**src/rtl/knn_pkg.sv**
```systemverilog
// Shared types and constants for the kNN label vote controller.
package knn_pkg;

    // Controller states; ST_WAIT is only visited in the two-cycle-per-index build.
    typedef enum logic [2:0] {
        ST_IDLE,
        ST_FETCH,
        ST_WAIT,
        ST_DECIDE,
        ST_DONE
    } state_t;

    localparam int K_DEFAULT           = 5;
    localparam int NUM_CLASSES_DEFAULT = 4;

    // Width of a vote counter able to hold the value k.
    function automatic int vote_w(input int k);
        return $clog2(k + 1);
    endfunction

endpackage

```
**src/rtl/knn_label_vote_ctrl_vote_histogram.sv**
```systemverilog
// vote_histogram: per-class vote counters plus a one-class-per-cycle argmax scan.
// win_cls_o/win_votes_o already include the class currently being scanned, so the
// value seen during the last scan cycle is the final winner.
module vote_histogram
    import knn_pkg::*;
#(
    parameter int K           = K_DEFAULT,
    parameter int NUM_CLASSES = NUM_CLASSES_DEFAULT,
    localparam int CW         = $clog2(NUM_CLASSES),
    localparam int VW         = vote_w(K)
) (
    input  logic          clock,
    input  logic          reset,
    input  logic          clr_i,
    input  logic          inc_i,
    input  logic [CW-1:0] inc_cls_i,
    input  logic          scan_en_i,
    output logic          scan_last_o,
    output logic [CW-1:0] win_cls_o,
    output logic [VW-1:0] win_votes_o
);

    logic [VW-1:0] cnt_q [NUM_CLASSES];
    logic [CW-1:0] scan_q;
    logic [CW-1:0] max_cls_q;
    logic [VW-1:0] max_votes_q;
    logic          take;

    // Vote counters: cleared per run, bumped by one for each valid label.
    always_ff @(posedge clock) begin
        if (reset || clr_i) begin
            for (int c = 0; c < NUM_CLASSES; c++) begin
                cnt_q[c] <= '0;
            end
        end else if (inc_i) begin
            cnt_q[inc_cls_i] <= cnt_q[inc_cls_i] + 1'b1;
        end
    end

    // Strict '>' keeps the earlier (lower) class on a tie.
    always_comb begin
        take        = cnt_q[scan_q] > max_votes_q;
        win_cls_o   = take ? scan_q : max_cls_q;
        win_votes_o = take ? cnt_q[scan_q] : max_votes_q;
        scan_last_o = (scan_q == CW'(NUM_CLASSES - 1));
    end

    // Running-maximum registers, advanced one class per scan cycle.
    always_ff @(posedge clock) begin
        if (reset || clr_i) begin
            scan_q      <= '0;
            max_cls_q   <= '0;
            max_votes_q <= '0;
        end else if (scan_en_i) begin
            scan_q      <= scan_last_o ? '0 : scan_q + 1'b1;
            max_cls_q   <= win_cls_o;
            max_votes_q <= win_votes_o;
        end
    end

endmodule

```
**src/rtl/knn_label_vote_ctrl.sv**
```systemverilog
// knn_label_vote_ctrl: streams K neighbour indices into the label BRAM, tallies
// the returned labels and reports the majority class.
// Optional macro LABEL_PIPE_EN: one index per cycle with overlapped tally
// (otherwise two cycles per index via ST_WAIT).
module knn_label_vote_ctrl
    import knn_pkg::*;
#(
    parameter int K           = K_DEFAULT,
    parameter int NUM_CLASSES = NUM_CLASSES_DEFAULT,
    parameter int ADDR_W      = 8,
    parameter int LABEL_W     = 32,
    localparam int CW         = $clog2(NUM_CLASSES),
    localparam int VW         = vote_w(K)
) (
    input  logic               clock,
    input  logic               reset,
    input  logic               start,
    input  logic               idx_valid,
    input  logic [ADDR_W-1:0]  idx_data,
    output logic               idx_ready,
    output logic               ram_enable,
    output logic [ADDR_W-1:0]  ram_addr,
    input  logic [LABEL_W-1:0] ram_label,
    output logic               busy,
    output logic               done,
    output logic [CW-1:0]      result_class,
    output logic [VW-1:0]      result_votes,
    output logic               label_err
);

    state_t        state_q, state_d;
    logic [VW-1:0] icnt_q, icnt_d;
    logic          err_q, err_d;
    logic [CW-1:0] res_cls_q;
    logic [VW-1:0] res_votes_q;
    logic          hist_clr, tally, scan_en, res_load;
    logic          label_ok, scan_last;
    logic [CW-1:0] win_cls;
    logic [VW-1:0] win_votes;
`ifdef LABEL_PIPE_EN
    logic          fl_q, fl_d;
`endif

    assign label_ok = ram_label < LABEL_W'(NUM_CLASSES);

    vote_histogram #(
        .K           (K),
        .NUM_CLASSES (NUM_CLASSES)
    ) u_hist (
        .clock       (clock),
        .reset       (reset),
        .clr_i       (hist_clr),
        .inc_i       (tally && label_ok),
        .inc_cls_i   (ram_label[CW-1:0]),
        .scan_en_i   (scan_en),
        .scan_last_o (scan_last),
        .win_cls_o   (win_cls),
        .win_votes_o (win_votes)
    );

    // Next-state and handshake/BRAM outputs.
    always_comb begin
        state_d    = state_q;
        icnt_d     = icnt_q;
        err_d      = err_q;
        idx_ready  = 1'b0;
        ram_enable = 1'b0;
        ram_addr   = '0;
        hist_clr   = 1'b0;
        tally      = 1'b0;
        scan_en    = 1'b0;
        res_load   = 1'b0;
`ifdef LABEL_PIPE_EN
        fl_d       = 1'b0;
`endif
        case (state_q)
            ST_IDLE: begin
                if (start) begin
                    state_d  = ST_FETCH;
                    icnt_d   = '0;
                    err_d    = 1'b0;
                    hist_clr = 1'b1;
                end
            end
            ST_FETCH: begin
`ifdef LABEL_PIPE_EN
                // Label of the previous cycle's read is tallied while the next index issues.
                tally = fl_q;
                if (icnt_q != VW'(K)) begin
                    idx_ready = 1'b1;
                    if (idx_valid) begin
                        ram_enable = 1'b1;
                        ram_addr   = idx_data;
                        fl_d       = 1'b1;
                        icnt_d     = icnt_q + 1'b1;
                    end
                end else begin
                    // Drain cycle: tallies the K-th label.
                    state_d = ST_DECIDE;
                end
`else
                idx_ready = 1'b1;
                if (idx_valid) begin
                    ram_enable = 1'b1;
                    ram_addr   = idx_data;
                    state_d    = ST_WAIT;
                end
`endif
            end
            ST_WAIT: begin
                tally  = 1'b1;
                icnt_d = icnt_q + 1'b1;
                state_d = (icnt_q == VW'(K - 1)) ? ST_DECIDE : ST_FETCH;
            end
            ST_DECIDE: begin
                scan_en = 1'b1;
                if (scan_last) begin
                    res_load = 1'b1;
                    state_d  = ST_DONE;
                end
            end
            ST_DONE: begin
                state_d = ST_IDLE;
            end
            default: begin
                state_d = ST_IDLE;
            end
        endcase
        // Out-of-range labels still count toward K but flag the run.
        if (tally && !label_ok) begin
            err_d = 1'b1;
        end
    end

    // Control state registers.
    always_ff @(posedge clock) begin
        if (reset) begin
            state_q <= ST_IDLE;
            icnt_q  <= '0;
            err_q   <= 1'b0;
`ifdef LABEL_PIPE_EN
            fl_q    <= 1'b0;
`endif
        end else begin
            state_q <= state_d;
            icnt_q  <= icnt_d;
            err_q   <= err_d;
`ifdef LABEL_PIPE_EN
            fl_q    <= fl_d;
`endif
        end
    end

    // Result registers, loaded with the final scan value and held until the next run.
    always_ff @(posedge clock) begin
        if (reset) begin
            res_cls_q   <= '0;
            res_votes_q <= '0;
        end else if (res_load) begin
            res_cls_q   <= win_cls;
            res_votes_q <= win_votes;
        end
    end

    assign busy         = (state_q != ST_IDLE);
    assign done         = (state_q == ST_DONE);
    assign result_class = res_cls_q;
    assign result_votes = res_votes_q;
    assign label_err    = err_q;

endmodule

```
**config.mk**
```make
export PLATFORM = sky130hd
export DESIGN_NAME = knn_label_vote_ctrl
export DESIGN_NICKNAME = d
export VERILOG_FILES = /design/src/rtl/knn_pkg.sv /design/src/rtl/knn_label_vote_ctrl_vote_histogram.sv /design/src/rtl/knn_label_vote_ctrl.sv
export SDC_FILE = /design/constraint.sdc
export NUM_CORES = 1
export LEC_CHECK = 0
export BUFFER_PORTS_ARGS = -buffer_cell sky130_fd_sc_hd__clkbuf_2
export CAP_MARGIN = 40
export CORE_MARGIN = 2
export CORE_UTILIZATION = 50
export DETAILED_ROUTE_END_ITERATION = 7
export GPL_TIMING_DRIVEN = 1
export PLACE_DENSITY = 0.79
export SLEW_MARGIN = 20
export SYNTH_ARGS = -nofsm -noshare
export SYNTH_HDL_FRONTEND = slang
export SYNTH_SLANG_ARGS = --single-unit
```
**constraint.sdc**
```tcl
create_clock -name clock -period 2.4 [get_ports clock]
set_input_delay 0.48 -clock clock [delete_from_list [all_inputs] [get_ports clock]]
set_output_delay 0.48 -clock clock [all_outputs]
set_load 0.02 [all_outputs]
```
Yosys cells after proc, flatten, opt, wreduce, memory -nomap -nowiden
Memory sizes are Yosys's and may differ from the RTL's. A register that Yosys moved wholly into a read port is not among the register bits.
Index checks and enable logic that the tools add are counted.
{ "word_totals": {"regBits": 19, "ram_bits": 12, "in_bits": 44, "out_inout_bits": 18, "word_cells": 70, "memories": 1} }
{ "classes": {"add_sub_neg": 3, "magnitude_cmp": 2, "n_eq_ne": 9, "muxes": 34, "n_reduce_logical": 13} }
{ "mem_list": {"columns": ["memory", "words", "width", "rd", "rd_clocked_by_memory_dff", "wr", "line_no", "rtl"], "rows": [
  ["u_hist.cnt_q", 4, 3, 2, 1, 4, "knn_label_vote_ctrl_vote_histogram.sv:23", "logic [VW-1:0] cnt_q [NUM_CLASSES];"]
]} }
{ "ops": {"columns": ["op", "count"], "rows": [
  ["32-bit by 3-bit < comparator with 1-bit output (second input constant)", 1],
  ["1-bit 2-to-1 mux", 18],
  ["3-bit 2-to-1 mux", 6],
  ["8-bit 2-to-1 mux", 2],
  ["2-bit 2-to-1 mux", 6],
  ["3-bit one-hot mux with 4 select lines", 1],
  ["3-bit by 1-bit adder with 3-bit output (second input constant)", 2],
  ["3-bit by 2-bit == test with 1-bit output (second input constant)", 2],
  ["3-bit == test (second input constant)", 2],
  ["3-bit one-hot mux with 2 select lines", 1],
  ["2-bit nonzero test", 3],
  ["2-bit inequality test (second input constant)", 2],
  ["2-bit AND reduction", 2],
  ["3-bit by 1-bit == test with 1-bit output (second input constant)", 1],
  ["3-bit greater-than comparator", 1],
  ["3-bit zero test", 1],
  ["3-bit AND reduction", 1],
  ["3-bit nonzero test", 1],
  ["3-bit OR reduction", 1],
  ["2-bit by 1-bit adder with 2-bit output (second input constant)", 1],
  ["2-bit == test (second input constant)", 1],
  ["1-bit logical AND", 2],
  ["2-bit by 1-bit inequality test with 1-bit output (second input constant)", 1],
  ["1-bit zero test", 1],
  ["1-bit logical OR", 1]
]} }

Longest topological paths before layout
{ "depth": {"ltp_word": 8, "mapped_depth": 7, "depth_no_buf": 7} }

Modules after synthesis
A second synthesis with hierarchy kept.
{ "unflattened": {"hier_cells": 187, "hier_area_um2": 1908.1} }
{ "by_module_without_submodules": {"columns": ["mod", "n_inst", "cells_per_inst", "area_each_um2", "seq_area_each_um2"], "rows": [
  ["vote_histogram", 1, 105, 1177.4, 540.5],
  ["knn_label_vote_ctrl", 1, 82, 730.7, 240.2]
]} }

Worst setup path after synthesis
No wires, ideal clock.
{ "synth_timing": {"path_type": "reg2out", "from": "register state_q[2]", "to": "output port ram_addr[0]", "t_arrival_ps": 1702, "required_ps": 1920, "path_slack_ps": 218, "path_stages_with_launch": 5, "path_buffers": 1, "cell_sequence": "dfxtp_1 > buf_2 > nand2b_1 > nor3_1 > and2_1"} }
{ "synth_via": {"elab_chain_cells": 2} }
{ "synth_rtl": {"columns": ["element", "line_no", "rtl"], "rows": [
  ["start: declaration", "knn_label_vote_ctrl.sv:31", "state_t state_q, state_d;"],
  ["start signal: assignment", "knn_label_vote_ctrl.sv:145", "state_q <= state_d;"],
  ["3-bit by 1-bit == test with 1-bit output", "knn_label_vote_ctrl.sv:76", "case (state_q)"],
  ["8-bit 2-to-1 mux", "knn_label_vote_ctrl.sv:76", null],
  ["end: declaration", "knn_label_vote_ctrl.sv:22", "output logic [ADDR_W-1:0] ram_addr,"]
]} }
Every way passes these cells.

==> impl_table.tex <==
\begin{tabular}{lr}
\hline
Metric & Value \\
\hline
\multicolumn{2}{l}{\textbf{Pwr}} \\
\quad VDD IR max & 0.000302 V \\
\quad Areal power density over the cells & 548 mW/mm\^{}2 \\
\quad Lkg Pwr & $\sim$0.94 nW \\
\quad Total Power Consumption & 1.25 mW \\
\multicolumn{2}{l}{\textbf{Yosys}} \\
\quad Portion of the post-synthesis area used by sequential elements & 42.4\% \\
\quad Yosys warning count & 0 \\
\quad Flip-flop and latch count after synthesis & 33 \\
\quad Most used DFF post-synth & sky130\_fd\_sc\_hd\_\_dfxtp\_1 \\
\quad Synthesized instance count & 189 \\
\quad Count of distinct cell types in the synthesized netlist & 43 \\
\quad Synthesized net count & 240 \\
\quad Avg Synthesized Cell Area & 9.74 sq um \\
\quad Share of flip-flops with an asynchronous set or reset & 0\% \\
\quad EDFF count, synth & 12 \\
\quad Post-synthesis instance area & 0.00184 sq mm \\
\multicolumn{2}{l}{\textbf{Worst setup path}} \\
\quad Number of cell instances on the worst register-to-register path & 6 \\
\quad Critical-path maximum fanout & 10 \\
\quad Type of origin of the critical path & flip-flop \\
\quad Crit path required time & $\sim$2.6 ns \\
\quad Crit. End Element & flip-flop \\
\quad Arrival time of the worst setup path & approximately 2.4 ns \\
\quad Crit path kind & reg2reg \\
\multicolumn{2}{l}{\textbf{Clock tree}} \\
\quad Number of buffers added for setup after CTS & 0 \\
\quad Total of cells resized after clock tree synthesis & 0 \\
\quad Clock buffer count from CTS & 5 \\
\quad Number of levels in the clock H-tree & 2 \\
\quad Clock-pin slew on the worst setup and hold paths & 0.07 ns \\
\quad Clock insertion delay at the later pin of the skew report & between 0.2 and 0.3 ns \\
\quad Quantity of hold-fixing buffers added after cts & 0 \\
\quad CTS root buf & sky130\_fd\_sc\_hd\_\_clkbuf\_8 \\
\quad Worst-case clock buffer depth & 2 \\
\quad Clock tree from TritonCTS & built \\
\quad TritonCTS sink count & 33 \\
\multicolumn{2}{l}{\textbf{STA}} \\
\quad Final Setup Violations & 0 \\
\quad RSZ-0062 raised after global routing & no \\
\quad Worst hold slack & 0.472 ns \\
\quad Slew Limit Fails & 0 \\
\quad Final worst path period share & 93.6\% \\
\quad Max Freq & 445 MHz \\
\quad Setup total negative slack & 0 ns \\
\quad Slew margin rel. & 69.0\% \\
\quad Hold Violations, Final & 0 \\
\quad Setup Skew & 0.00499 ns \\
\quad Post-layout worst setup margin & approximately 0.15 ns \\
\quad Period minus WS final & 2.25 ns \\
\quad Worst slew pin tran & 0.461 ns \\
\multicolumn{2}{l}{\textbf{Detailed routing}} \\
\quad Iteration-0 DRC Markers & 103 \\
\quad Number of vias in the routed layout & approximately 1600 \\
\quad Avg WL per Cell & 13.1 um \\
\quad Via density per instance & 5.42 \\
\quad Drt total wl & 3.95 mm \\
\quad First-pass iteration count of the detailed router & 4 \\
\quad DRC Markers & 0 \\
\quad Remaining number of nets flagged by the antenna check after routing & 0 \\
\multicolumn{2}{l}{\textbf{Die}} \\
\quad DIE HEIGHT & $\sim$65 um \\
\quad Floorplan core area & 0.00361 sq mm \\
\quad Number of placed I/O pins & 62 \\
\quad Initial core utilization & 51.1\% \\
\quad Overall die width & 64.7 um \\
\quad Std-Cell Rows & 22 \\
\quad Die ar. & 0.00418 sq mm \\
\multicolumn{2}{l}{\textbf{Hold path}} \\
\quad Number of cells on the worst hold path & 2 \\
\quad Path type of the worst min-delay path & reg2reg \\
\quad Hold Startpoint & label\_err \\
\multicolumn{2}{l}{\textbf{Place}} \\
\quad Count of port buffers added during placement & 61 \\
\quad Total half-perimeter wirelength after legalization and detailed placement & 3.06 mm \\
\quad Weighted congestion reported at the end of routability-driven placement & 0.854 \\
\quad Instance count after placement with tap cells included & 294 \\
\quad DP Worst Slack & 0.0681 ns \\
\multicolumn{2}{l}{\textbf{Final layout}} \\
\quad Fraction of layout cells with a size suffix above 1 & roughly 33\% \\
\quad Layout-stage area growth over the synthesis result & 24.0\% \\
\quad Antenna diode instance count & 0 \\
\quad Number of nets at the end of the flow & 304 \\
\quad Number of standard cells in the final layout excluding fillers & 302 \\
\multicolumn{2}{l}{\textbf{Global route}} \\
\quad Total track usage & 20.2\% \\
\quad Total grt overflow & 0 \\
\quad Via count of the first global-routing pass & approximately 1500 \\
\quad Pin count of the biggest net entering global routing & 16 \\
\quad Global-route wire length before repair & 6.47 mm \\
\quad Antenna violations before repair & 0 \\
\multicolumn{2}{l}{\textbf{Run status}} \\
\quad Outcome & completed \\
\multicolumn{2}{l}{\textbf{Flow run}} \\
\quad MaxCap Viol Count & 0 \\
\hline
\end{tabular}
## registers in the layout, summed over array words and instances (netlist names), named ones only
signal	count
state_q	3
label_err	1
u_hist.max_cls_q	2
u_hist.scan_q	2
u_hist.max_votes_q	3
result_votes	3
result_class	2
u_hist.cnt_q	12
icnt_q	3
## worst paths after layout
| path | to | slack [ns] |
|---|---|---|
| worst min-delay path | label_err | 0.47 |
| worst max-delay path | result_class[1] | 0.15 |
| worst max register to register | result_class[1] | 0.15 |
| worst min register to register | label_err | 0.47 |
## cells by family after synthesis
logic type      after synthesis  synth area share, %
simple gates                 87                 26.7
flops                        33                 42.4
compound gates               32                 10.9
fa+ha+maj                     7                 4.76
mux                          11                 9.58
xor+xnor                      4                 1.90
buf+inv                      15                 3.80
## cells in the mapped netlist (all sizes together), types with 3 or more instances
library cell,number,area [sq um]
nor2,18,70.1
inv,7,26.3
mux4,5,116
buf,6,36.3
mux2i,6,60.1
nand2,15,56.3
nor3,9,45.0
nor3b,4,51.3
nand3,8,40.0
o21ai,12,63.8
and2,9,56.3
ha,7,87.6
a21oi,8,40.0
a311oi,3,26.3
edfxtp,12,360
xnor2,3,26.3
dfxtp,21,420
nor4,9,56.3
## through the flow
stage / utilization (%) / cell area, sq um
6_report: 63.4 / 2280
5_1_grt: 63.4 / 2280
4_1_cts: 63.1 / 2280
3_5_place_dp: 60.8 / 2190
3_3_place_gp: 60.8 / 2190
2_1_floorplan: - / 1840
## cell type report
type | count | area [sq um]
Fill cell | 318 | 1320
Multi-Input combinational cell | 141 | 1000
Sequential cell | 33 | 781
Timing Repair Buffer | 65 | 335
Clock buffer | 6 | 72.6
Tap cell | 48 | 60.1
Inverter | 7 | 26.3
Clock inverter | 2 | 10.0
## layer usage
layer,vias to the layer above,routed length [um],global-route usage [%]
li1,831,-,-
met1,738,1710,23.7
met2,61,1950,34.8
met3,8,213,4.86
met4,0,88,9.04
met5,-,0,0
## worst max-delay path: stages, from the launching register on
cell and delay [ns]:
sky130_fd_sc_hd__dfxtp_1 0.42, sky130_fd_sc_hd__mux4_2 0.57, sky130_fd_sc_hd__ha_1 0.33, sky130_fd_sc_hd__and3b_1 0.23, sky130_fd_sc_hd__o21ai_4 0.26, sky130_fd_sc_hd__mux2i_1 0.22, sky130_fd_sc_hd__a211oi_1 0.08
## where the power goes
group	switching (mW)	total (mW)	leakage, nW	internal, mW
combinational	0.128	0.227	0.599	0.0990
clock	0.206	0.407	0.0450	0.201
sequential	0.0176	0.619	0.299	0.601
## placed cells by master (no fill, tap or decap), drive strengths merged, types with 3 or more instances in the layout
| cell | count |
|---|---|
| nor3 | 9 |
| a21oi | 8 |
| nand2 | 15 |
| nor2 | 18 |
| and2 | 9 |
| ha | 7 |
| inv | 7 |
| xnor2 | 3 |
| nor3b | 4 |
| edfxtp | 12 |
| buf | 4 |
| o21ai | 12 |
| nand3 | 8 |
| nor4 | 9 |
| a311oi | 3 |
| mux2i | 6 |
| clkbuf | 67 |
| dfxtp | 21 |
| mux4 | 5 |
(Power assumes the default switching activity.)
